--- config.mk ---
export PLATFORM = sky130hd
export DESIGN_NAME = adder_sequencer
export DESIGN_NICKNAME = d
export VERILOG_FILES = /design/src/rtl/adder_sequencer_pkg.sv /design/src/rtl/adder_sequencer_settle_timer.sv /design/src/rtl/adder_sequencer.sv
export SDC_FILE = /design/constraint.sdc
export NUM_CORES = 1
export LEC_CHECK = 0
export ABC_CLOCK_PERIOD_IN_PS = 1700
export BUFFER_PORTS_ARGS = -buffer_cell sky130_fd_sc_hd__buf_4
export CAP_MARGIN = 20
export CORE_ASPECT_RATIO = 0.9
export CORE_MARGIN = 10
export CORE_UTILIZATION = 48
export DETAILED_ROUTE_END_ITERATION = 7
export GPL_TIMING_DRIVEN = 0
export HOLD_SLACK_MARGIN = 0.12
export PLACE_DENSITY = 0.78
export SLEW_MARGIN = 20
export SYNTH_ARGS = -nofsm -noshare
export SYNTH_HDL_FRONTEND = slang
export SYNTH_SLANG_ARGS = --single-unit
--- constraint.sdc ---
create_clock -name clk -period 1.7 [get_ports clk]
set_clock_uncertainty 0.1 [all_clocks]
set_input_delay 0.255 -clock clk [delete_from_list [all_inputs] [get_ports clk]]
set_output_delay 0.255 -clock clk [all_outputs]
set_load 0.02 [all_outputs]
--- src/rtl/adder_sequencer_pkg.sv ---
// Shared definitions for the adder sequencer: FSM state encoding, default
// parameter values and a helper that sizes the settle timer.
package adder_sequencer_pkg;

  localparam int DEF_WIDTH         = 4;
  localparam int DEF_SETTLE_CYCLES = 4;
  localparam int DEF_COUNT_WIDTH   = 8;

  typedef enum logic [1:0] {
    ST_IDLE   = 2'd0,
    ST_SETTLE = 2'd1,
    ST_DONE   = 2'd2
  } seq_state_t;

  // Bits needed to hold settle_cycles-1 (at least one bit).
  function automatic int timer_width(input int settle_cycles);
    if (settle_cycles <= 2) begin
      return 1;
    end
    return $clog2(settle_cycles);
  endfunction

endpackage

--- src/rtl/adder_sequencer_settle_timer.sv ---
// Loadable down-counter that times how long operands sit on the adder.
// Ports:
//   clk, reset : clock and asynchronous active-high reset
//   load       : load 'value' into the counter (has priority over dec)
//   dec        : decrement by one, saturating at zero
//   value      : load value
//   zero       : counter currently holds zero
module adder_sequencer_settle_timer #(
  parameter int CNT_W = 2
) (
  input  logic             clk,
  input  logic             reset,
  input  logic             load,
  input  logic             dec,
  input  logic [CNT_W-1:0] value,
  output logic             zero
);

  logic [CNT_W-1:0] cnt_q;
  logic [CNT_W-1:0] cnt_d;

  always_comb begin
    cnt_d = cnt_q;
    if (load) begin
      cnt_d = value;
    end else if (dec && (cnt_q != '0)) begin
      cnt_d = cnt_q - CNT_W'(1);
    end
  end

  always_ff @(posedge clk or posedge reset) begin
    if (reset) begin
      cnt_q <= '0;
    end else begin
      cnt_q <= cnt_d;
    end
  end

  assign zero = (cnt_q == '0);

endmodule

--- src/rtl/adder_sequencer.sv ---
// Sequencer wrapped around an external gate-level ripple adder. Accepts an
// operand pair, holds it on the adder for SETTLE_CYCLES, captures the adder
// result and offers it downstream. Keeps a sticky overflow flag and a count
// of delivered results.
// Ports:
//   clk, reset                      : clock, asynchronous active-high reset
//   in_valid/in_ready, in_a/in_b    : operand handshake
//   add_a/add_b                     : registered operands to the adder
//   add_sum/add_carryout/add_overflow : adder outputs
//   out_valid/out_ready, out_*      : result handshake and captured result
//   sticky_overflow, clear_sticky   : overflow history flag and its clear
//   op_count                        : delivered result count (wraps)
//
// state  | meaning
// IDLE   | ready for an operand pair
// SETTLE | operands on the adder, waiting for the ripple to settle
// DONE   | result captured, waiting for downstream to take it
module adder_sequencer
  import adder_sequencer_pkg::*;
#(
  parameter int WIDTH         = DEF_WIDTH,
  parameter int SETTLE_CYCLES = DEF_SETTLE_CYCLES,
  parameter int COUNT_WIDTH   = DEF_COUNT_WIDTH
) (
  input  logic                   clk,
  input  logic                   reset,
  input  logic                   in_valid,
  output logic                   in_ready,
  input  logic [WIDTH-1:0]       in_a,
  input  logic [WIDTH-1:0]       in_b,
  output logic [WIDTH-1:0]       add_a,
  output logic [WIDTH-1:0]       add_b,
  input  logic [WIDTH-1:0]       add_sum,
  input  logic                   add_carryout,
  input  logic                   add_overflow,
  output logic                   out_valid,
  input  logic                   out_ready,
  output logic [WIDTH-1:0]       out_sum,
  output logic                   out_carryout,
  output logic                   out_overflow,
  output logic                   sticky_overflow,
  input  logic                   clear_sticky,
  output logic [COUNT_WIDTH-1:0] op_count
);

  localparam int               CNT_W    = timer_width(SETTLE_CYCLES);
  localparam logic [CNT_W-1:0] LOAD_VAL = CNT_W'(SETTLE_CYCLES - 1);

  seq_state_t             state_q, state_d;
  logic [WIDTH-1:0]       add_a_q, add_a_d;
  logic [WIDTH-1:0]       add_b_q, add_b_d;
  logic [WIDTH-1:0]       out_sum_q, out_sum_d;
  logic                   out_carryout_q, out_carryout_d;
  logic                   out_overflow_q, out_overflow_d;
  logic                   sticky_q, sticky_d;
  logic [COUNT_WIDTH-1:0] op_count_q, op_count_d;

  logic timer_load;
  logic timer_dec;
  logic timer_zero;

  adder_sequencer_settle_timer #(
    .CNT_W (CNT_W)
  ) u_settle_timer (
    .clk   (clk),
    .reset (reset),
    .load  (timer_load),
    .dec   (timer_dec),
    .value (LOAD_VAL),
    .zero  (timer_zero)
  );

  always_comb begin
    state_d        = state_q;
    add_a_d        = add_a_q;
    add_b_d        = add_b_q;
    out_sum_d      = out_sum_q;
    out_carryout_d = out_carryout_q;
    out_overflow_d = out_overflow_q;
    sticky_d       = sticky_q;
    op_count_d     = op_count_q;
    timer_load     = 1'b0;
    timer_dec      = 1'b0;

    // Clear first so that a same-edge overflowing delivery below wins.
    if (clear_sticky) begin
      sticky_d = 1'b0;
    end

    case (state_q)
      ST_IDLE: begin
        if (in_valid) begin
          add_a_d    = in_a;
          add_b_d    = in_b;
          timer_load = 1'b1;
          state_d    = ST_SETTLE;
        end
      end
      ST_SETTLE: begin
        if (timer_zero) begin
          out_sum_d      = add_sum;
          out_carryout_d = add_carryout;
          out_overflow_d = add_overflow;
          state_d        = ST_DONE;
        end else begin
          timer_dec = 1'b1;
        end
      end
      ST_DONE: begin
        if (out_ready) begin
          op_count_d = op_count_q + COUNT_WIDTH'(1);
          if (out_overflow_q) begin
            sticky_d = 1'b1;
          end
          state_d = ST_IDLE;
        end
      end
      default: begin
        state_d = ST_IDLE;
      end
    endcase
  end

  always_ff @(posedge clk or posedge reset) begin
    if (reset) begin
      state_q        <= ST_IDLE;
      add_a_q        <= '0;
      add_b_q        <= '0;
      out_sum_q      <= '0;
      out_carryout_q <= 1'b0;
      out_overflow_q <= 1'b0;
      sticky_q       <= 1'b0;
      op_count_q     <= '0;
    end else begin
      state_q        <= state_d;
      add_a_q        <= add_a_d;
      add_b_q        <= add_b_d;
      out_sum_q      <= out_sum_d;
      out_carryout_q <= out_carryout_d;
      out_overflow_q <= out_overflow_d;
      sticky_q       <= sticky_d;
      op_count_q     <= op_count_d;
    end
  end

  // Handshake flags decode straight from the state register, so there is
  // no combinational path from out_ready to in_ready.
  assign in_ready        = (state_q == ST_IDLE);
  assign out_valid       = (state_q == ST_DONE);
  assign add_a           = add_a_q;
  assign add_b           = add_b_q;
  assign out_sum         = out_sum_q;
  assign out_carryout    = out_carryout_q;
  assign out_overflow    = out_overflow_q;
  assign sticky_overflow = sticky_q;
  assign op_count        = op_count_q;

endmodule

# Word-level counts from Yosys, hierarchy flattened
# Index checks and enable logic that the tools add are counted.
op_classes:
  add_sub_neg: 2
  eq_ne: 5
  n_mux: 14
  reduce_logical: 9
op_table:
  columns: ["cell", "n"]
  rows:
  - ["2-bit two-way mux", 5]
  - ["8-bit by 1-bit adder with 8-bit output (second input constant)", 1]
  - ["1-bit two-way mux", 8]
  - ["2-bit case mux with 3 select lines", 1]
  - ["2-bit AND reduction", 3]
  - ["2-bit logical NOT", 2]
  - ["2-bit != test (second input constant)", 2]
  - ["2-bit nonzero test", 2]
  - ["3-bit AND reduction", 1]
  - ["2-bit by 1-bit == test with 1-bit output (second input constant)", 1]
  - ["2-bit == test (second input constant)", 1]
  - ["2-bit by 1-bit != test with 1-bit output (second input constant)", 1]
  - ["2-bit by 1-bit subtractor with 2-bit output (second input constant)", 1]
  - ["1-bit logical AND", 1]
word_totals:
  regBits: 27
  in_bits: 19
  out_inout_bits: 25
  wordCells: 39

# Longest topological paths before layout
# Gate-level depths: netlist of run 1.
depth:
  ltp_word: 6
  depth_mapped: 5

# Hierarchy
# From an unflattened synthesis of run 1, not the netlist that was laid out.
hier_totals:
  hier_cells: 87
  hier_area_um2: 1166.1
by_module_without_submodules:
  columns: ["module", "instances", "cells_each", "area_per_inst_um2", "seq_area_each_um2"]
  rows:
  - ["adder_sequencer", 1, 74, 1031.0, 625.6]
  - ["adder_sequencer_settle_timer", 1, 13, 135.1, 50.0]

# Worst setup path before layout of run 1
# OpenSTA, ideal clock, no wires.
synth_path:
  kind: "register to register"
  startpoint: "reg state_q[0]"
  endpoint: "reg add_a_q[0] (netlist: add_a[0])"
  setup_time_ns: 0.125
  arrival_time_ns: 1.345
  t_required_ns: 1.475
  slack_ns: 0.129
  path_stages_with_launch: 6
  period_less_slack_ns: 1.571
  path_cell_list: "dfrtp_1 > buf_2 > nor2_2 > and2_1 > buf_6 > mux2_4"
synth_between:
  elab_chain_cells: 2
synth_lines:
  columns: ["element", "line", "source"]
  rows:
  - ["from (decl)", "adder_sequencer.sv:49", "seq_state_t state_q, state_d;"]
  - ["from (signal assigned)", "adder_sequencer.sv:135", "state_q <= state_d;"]
  - ["2-bit logical NOT", null, null]
  - ["named net in_ready", "adder_sequencer.sv:28", "output logic in_ready,"]
  - ["2-bit AND reduction (no source line)", null, null]
  - ["to (signal assigned)", "adder_sequencer.sv:127", "add_a_q <= '0;"]
  - ["to (signal assigned)", "adder_sequencer.sv:136", "add_a_q <= add_a_d;"]
  - ["to (decl)", "adder_sequencer.sv:50", "logic [WIDTH-1:0] add_a_q, add_a_d;"]
# The timed path passes the listed nets, and every way through them passes these cells.
# A chain may end at the register's enable or synchronous reset.

# Final worst setup path of run 1
layout_path:
  startpoint: "reg state_q[0]"
  endpoint: "out out_valid"
layout_between:
  elab_chain_cells: 1
layout_lines:
  columns: ["element", "line", "source"]
  rows:
  - ["2-bit == test", "adder_sequencer.sv:149", "assign out_valid = (state_q == ST_DONE);"]
  - ["to (decl)", "adder_sequencer.sv:36", "output logic out_valid,"]
# Every way passes these cells.

==> qor.yml, run 1 <==
cts:
  cts_sinks: 27
  root_buffer: "clkbuf_4"
  cts_max_level: 1
  cts_setup_buffers: 0
  cts-buffers-inserted: 3
  clk_transition_reported_paths_ns: 0.14
  clock_path_buffers: 2
  cts_tree: "built"
  clkLatencyLatePin_ns: 0.33
min_path:
  hold_class: "reg2reg"
detailed_routing:
  vias: 856
  via_per_inst: 4.73
  wl_per_cell_um: 14.8
  dr.pass1.iters: 4
  wl_um: 2680
  drc: 0
  first_iter_violations: 23
  final_antenna_net_count: 0
outcome:
  status: "completed"
yosys:
  synthAdderAreaFrac: 0.0211
  yosys_register_bits: 27
  synth_compound_area_frac: 0.0305
  synth_xor_area_frac: 0.0516
  synth.area.top_cells: "dfrtp_1 57%, mux2_4 10%, mux2_2 7.6%"
  synth.top_cell.area_share: 0.568
  synthSimpleGateAreaFrac: 0.111
  synth_top_area_cell: "dfrtp_1"
  postSynthAreaPerCell_um2: 13.5
  yosysUniqueCellTypes: 23
  yosysWarnings: 0
  synthCells: 88
  synth_fp_nets: 109
  synth.area.mux_share: 0.185
  synth_top_family_by_area: "multiplexers"
  yosysSeqAreaShare: 0.568
  mappedNetlistArea_um2: 1190
placement:
  gp_congestion: 0.730
  dp.cells: 159
  port_buffers: 43
  dp_hpwl_um: 1900
global_route:
  grt_pass1_wl_um: 4440
  grt_use_total: 0.113
  grt_max_degree: 28
  grt_pass1_vias: 956
  antenna_found_initial: 0
  overflow: 0
worst_setup_path:
  path_class: "reg2out"
  startpoint_type: "register"
  critPathMostFrequentCell: "buf_6"
  path_cells: "buf_6 > or2b_1 > inv_2 > buf_6"
  worstSetupEndpointType: "output pin"
  timing.critical_path.buf_inv: 3
  cp_slowest_cell: "dfrtp_1"
  cp_slowest_stage_delay_ns: 0.40
  required_ns: 1.34
  cp_data_arrival_time_ns: 1.26
  cp_max_fo: 9
  cp_top_family: "flip-flops"
sta:
  period_share: 0.952
  finalSetupTns_ns: 0
  hold_viol: 0
  fmax_ghz: 0.618
  setup_viol: 0
  tightestPinTransition_ns: 0.922
  final.min_clock_period_ns: 1.62
  finalMaxSlewViolations: 0
  rsz0062_at_grt: "no"
  slew_headroom: 0.382
floorplanning:
  die_y_um: 67.2
  core_area_um2: 2400
  num_rows: 17
  dieArea_um2: 4870
  die_x_um: 72.5
  ios: 44
  initial_core_util: 0.495
layout:
  final_cell_mix: "42 x buf_4, 26 x dfrtp_1, 18 x dlygate4sd3_1, 8 x mux2_2, 8 x mux2_4"
  diodes: 0
  layout.cells.non_filler: 181
  syn2layout_area_growth_pct: 48.7
  final_nets: 175
  layout-drive-gt1-share: 0.458
  layout_commonest_cell: "buf_4"
power_and_ir_drop:
  vdd_ir_drop_max_v: 0.00128
  p_per_area_nw_per_um2: 1560
  p_leak_nw: 0.902
job:
  drv_cap: 0
## cell usage after synthesis, drive strengths merged
cell type / count
inv: 6
a2bb2oi: 2
a22o: 1
nand3b: 1
and2: 1
nand2: 7
ha: 2
nand4b: 1
and3b: 1
xor2: 6
or2b: 1
nor3: 2
mux2i: 1
xnor2: 1
dfrtp: 27
nor4: 1
o21ai: 2
nor2: 7
mux2: 16
buf: 2
## registers in the layout, indices dropped and copies added, names as in the netlist
register / cells
out_overflow: 1
sticky_overflow: 1
add_b: 4
out_carryout: 1
u_settle_timer.cnt_q: 2
state_q: 2
op_count: 8
add_a: 4
out_sum: 4
## per-layer routing
metal | share of wire | routed length [um] | GRT usage | up-vias
li1 | - | - | - | 426
met1 | 0.41 | 1110 | 0.131 | 404
met2 | 0.51 | 1360 | 0.197 | 24
met3 | 0.069 | 184 | 0.0395 | 2
met4 | 0.011 | 29 | 0.0284 | 0
met5 | 0 | 0 | 0 | -
## cells by family (layout without fill, tap and decap cells)
logic type,Yosys count,count (layout)
flip-flops,27,27
buffers and inverters,8,73
XOR/XNOR,7,7
AND/OR/NAND/NOR,22,22
adder cells (fa/ha/maj),2,2
multiplexers,17,17
AO/OA/AOI/OAI,5,5
## path summary, 6_finish.rpt
kind | start | to | slack (ns) | cells after the start
worst max-delay path | state_q[0] | out_valid | 0.08 | 4
worst min-delay path | op_count[7] | op_count[7] | 0.38 | 1
worst max register to register | u_settle_timer.cnt_q[0] | out_sum[2] | 0.14 | 4
worst min register to register | op_count[7] | op_count[7] | 0.38 | 1
max in group asynchronous | reset | state_q[1] | 0.58 | 3
min in group asynchronous | reset | sticky_overflow | 0.46 | 3
## through the flow
| stage | total power, mW | area (um^2) | hold slack (ns) | utilization | setup WS, ns |
|---|---|---|---|---|---|
| after floorplan | 1.92 | 1190 | 0.208 | - | 0.129 |
| after global placement | 2.40 | 1550 | 0.346 | 0.643 | 0.159 |
| after detailed placement | 2.45 | 1550 | 0.351 | 0.643 | 0.127 |
| after CTS | 2.76 | 1760 | 0.389 | 0.731 | 0.00210 |
| after global routing | 2.95 | 1770 | 0.405 | 0.736 | 0.0147 |
| final | 2.76 | 1770 | 0.383 | 0.736 | 0.0818 |
## worst register-to-register path: cells and delay by family, from the launching register on
kind | cells | cell delay (ns)
simple gates | 1 | 0.29
fa+ha+maj | 1 | 0.24
mux | 1 | 0.38
flops | 1 | 0.40
buf+inv | 1 | 0.06
## layout make-up
class	count	area, um^2
tap	28	35.0
fill	172	636
sequential	27	677
inverter	6	22.5
multi-input combinational	53	474
buffer	2	22.5
clock buffer	3	22.5
clock inverter	1	7.51
timing repair buffer	61	507
## power by group
| part | switching [mW] | leakage [nW] | total, mW | internal [mW] |
|---|---|---|---|---|
| clock | 0.192 | 0.0139 | 0.282 | 0.0901 |
| sequential | 0.174 | 0.332 | 1.07 | 0.892 |
| combinational | 0.653 | 0.556 | 1.41 | 0.754 |
## repair_timing
action | in CTS | in global routing
hold buffers | 18 | 0
resized for setup | 0 | 6
hold endpoints to repair | 44 | 0
setup endpoints to repair | 0 | 1
Note: power is estimated with default switching activity, not from simulation.
==> inputs of run 2 (changes only) <==
--- a/config.mk
+++ b/config.mk
@@ -12,9 +12,9 @@
 export CORE_MARGIN = 10
 export CORE_UTILIZATION = 48
 export DETAILED_ROUTE_END_ITERATION = 7
-export GPL_TIMING_DRIVEN = 0
 export HOLD_SLACK_MARGIN = 0.12
 export PLACE_DENSITY = 0.78
+export SETUP_SLACK_MARGIN = 0.3
 export SLEW_MARGIN = 20
 export SYNTH_ARGS = -nofsm -noshare
 export SYNTH_HDL_FRONTEND = slang
==> run 2 against run 1 <==
Clock power shrank 2%. Worst setup slack gained 0.053 ns. Highest routed layer unchanged. Combinational power grew 17%. Worst hold slack gained 0.022 ns. Sequential power is essentially flat. Final cell count grew 3.9%. Global-route usage grew 2.2 points. Critical path type unchanged.
==> qor.yml, run 2 (synthesis gave the netlist of run 1 again) <==
outcome:
  status: "completed"  # unchanged
layout:
  largest_register_ff_count: 8  # unchanged
  syn2layout_area_growth_pct: 59.3  # was 48.7%
  final_cell_mix: "48 x buf_4, 25 x dfrtp_1, 18 x dlygate4sd3_1, 14 x mux2_4, 7 x nand2_1"  # was 42 x buf_4, 26 x dfrtp_1, 18 x dlygate4sd3_1, 8 x mux2_2, 8 x mux2_4
  layout-drive-gt1-share: 0.525  # was 0.458
  multi_input_area_um2: 537  # was 474 um^2
  final_nets: 182  # was 175
  layout_commonest_cell: "buf_4"  # unchanged
  fillerInstances: 146  # was 172
  diodes: 0  # unchanged
  regArea_um2: 678  # was 677 um^2
sta:
  final.min_clock_period_ns: 1.56  # was 1.62 ns
  slew_headroom: 0.637  # was 0.382
  fin_hold_ws_ns: 0.404  # was 0.383 ns
  setup_ws_ns: 0.135  # was 0.0818 ns
  tightestPinTransition_ns: 0.544  # was 0.922 ns
  period_share: 0.921  # was 0.952
  fmax_ghz: 0.639  # was 0.618 GHz
  setup_viol: 0  # unchanged
  hold_viol: 0  # unchanged
  rsz0062_at_grt: "yes"  # was no
  finalMaxSlewViolations: 0  # unchanged
  finalSetupTns_ns: 0  # unchanged
worst_setup_path:
  cp_slowest_stage_delay_ns: 0.41  # was 0.40 ns
  cp_max_fo: 3  # was 9
  startpoint_type: "register"  # unchanged
  required_ns: 1.34  # about the same
  path_class: "reg2out"  # unchanged
  worstSetupEndpointType: "output pin"  # unchanged
  cp_slowest_cell: "dfrtp_2"  # was dfrtp_1
  cp_data_arrival_time_ns: 1.21  # was 1.26 ns
  path_cells: "or2b_1 > inv_2 > buf_6"  # was buf_6 > or2b_1 > inv_2 > buf_6
floorplanning:
  die_x_um: 72.5  # unchanged
  die_y_um: 67.2  # unchanged
  dieArea_um2: 4870  # unchanged
  num_rows: 17  # unchanged
  initial_core_util: 0.495  # unchanged
  core_area_um2: 2400  # unchanged
  ios: 44  # unchanged
detailed_routing:
  drc: 0  # unchanged
  wl_per_cell_um: 18.4  # was 14.8 um
  via_per_inst: 5.12  # was 4.73
  dr.pass1.iters: 4  # unchanged
  first_iter_violations: 42  # was 23
  final_antenna_net_count: 0  # unchanged
  vias: 962  # was 856
  wl_um: 3450  # was 2680 um
cts:
  cts-buffers-inserted: 3  # unchanged
  clkLatencyLatePin_ns: 0.32  # was 0.33 ns
  root_buffer: "clkbuf_4"  # unchanged
  cts_max_level: 1  # unchanged
  cts_tree: "built"  # unchanged
  cts_sinks: 27  # unchanged
  clock_path_buffers: 2  # unchanged
  clk_transition_reported_paths_ns: 0.14  # about the same
placement:
  gp_congestion: 0.744  # was 0.730
  dp_hpwl_um: 2200  # was 1900 um
  port_buffers: 43  # unchanged
  place_ws_ns: 0.160  # was 0.127 ns
global_route:
  grt_pass1_vias: 1011  # was 956
  grt_pass1_wl_um: 5040  # was 4440 um
  antenna_found_initial: 0  # unchanged
  grt_use_total: 0.135  # was 0.113
  grt_max_degree: 16  # was 28
  overflow: 0  # unchanged
power_and_ir_drop:
  p_per_area_nw_per_um2: 1590  # was 1560 nW/um^2
  p_leak_nw: 0.991  # was 0.902 nW
  finalPower_mw: 3.01  # was 2.76 mW
  vdd_ir_drop_max_v: 0.00139  # was 0.00128 V
job:
  drv_cap: 0  # unchanged
min_path:
  hold_class: "reg2reg"  # unchanged
==> run 2: cell count changes in the layout (fill, tap and decap cells not counted), sizes merged <==
| cell | change |
|---|---|
| clkbuf | +1 |
| buf | +7 |
| inv | +1 |
| clkinvlp | -1 |
| clkinv | -1 |
==> run 2: worst paths after layout <==
kind	startpoint	endpoint	slack, ns	cells after the start
min in group asynchronous	reset	u_settle_timer.cnt_q[0]	0.43	3
setup / recovery	state_q[1]	out_valid	0.14	3
hold / removal	op_count[5]	op_count[5]	0.40	1
hold reg to reg	op_count[5]	op_count[5]	0.40	1
max in group asynchronous	reset	add_a[1]	0.60	4
setup reg to reg	state_q[1]	add_a[1]	0.22	4
==> run 2: layout make-up <==
type / count / area share
inverter: 6 / 0.0119
sequential: 27 / 0.358
multi-input combinational: 53 / 0.284
timing repair buffer: 70 / 0.314
clock buffer: 4 / 0.0139
tap: 28 / 0.0185
==> run 2: per-stage QoR <==
stage,utilization,area (um^2),cells
after floorplan,-,1210,88
after global placement,0.650,1560,158
after detailed placement,0.650,1560,158
after CTS,0.774,1860,188
after global routing,0.788,1890,188
final,0.788,1890,188
==> run 2: routing by layer <==
| layer | track usage | wire length, um | vias up |
|---|---|---|---|
| li1 | - | - | 438 |
| met1 | 0.131 | 1200 | 484 |
| met2 | 0.251 | 2000 | 30 |
| met3 | 0.0337 | 165 | 10 |
| met4 | 0.0877 | 95 | 0 |
| met5 | 0 | 0 | - |
==> run 2: repair_timing <==
action                                  CTS  global route
pin swaps                                 4             1
gates resized for setup                   7            11
endpoints found under the setup margin   19            19
endpoints found under the hold margin    29             0
hold buffers                             18             0
setup buffers                             8             0
==> run 2: critical path, delay by kind of cell (launching register included) <==
family	cells	cell delay, ns
buf+inv	2	0.19
flops	1	0.41
simple gates	1	0.28
==> run 2: report_power, final <==
part	internal (mW)	switching (mW)
combinational	0.908	0.747
sequential	0.895	0.186
clock	0.0918	0.184
total	1.89	1.12
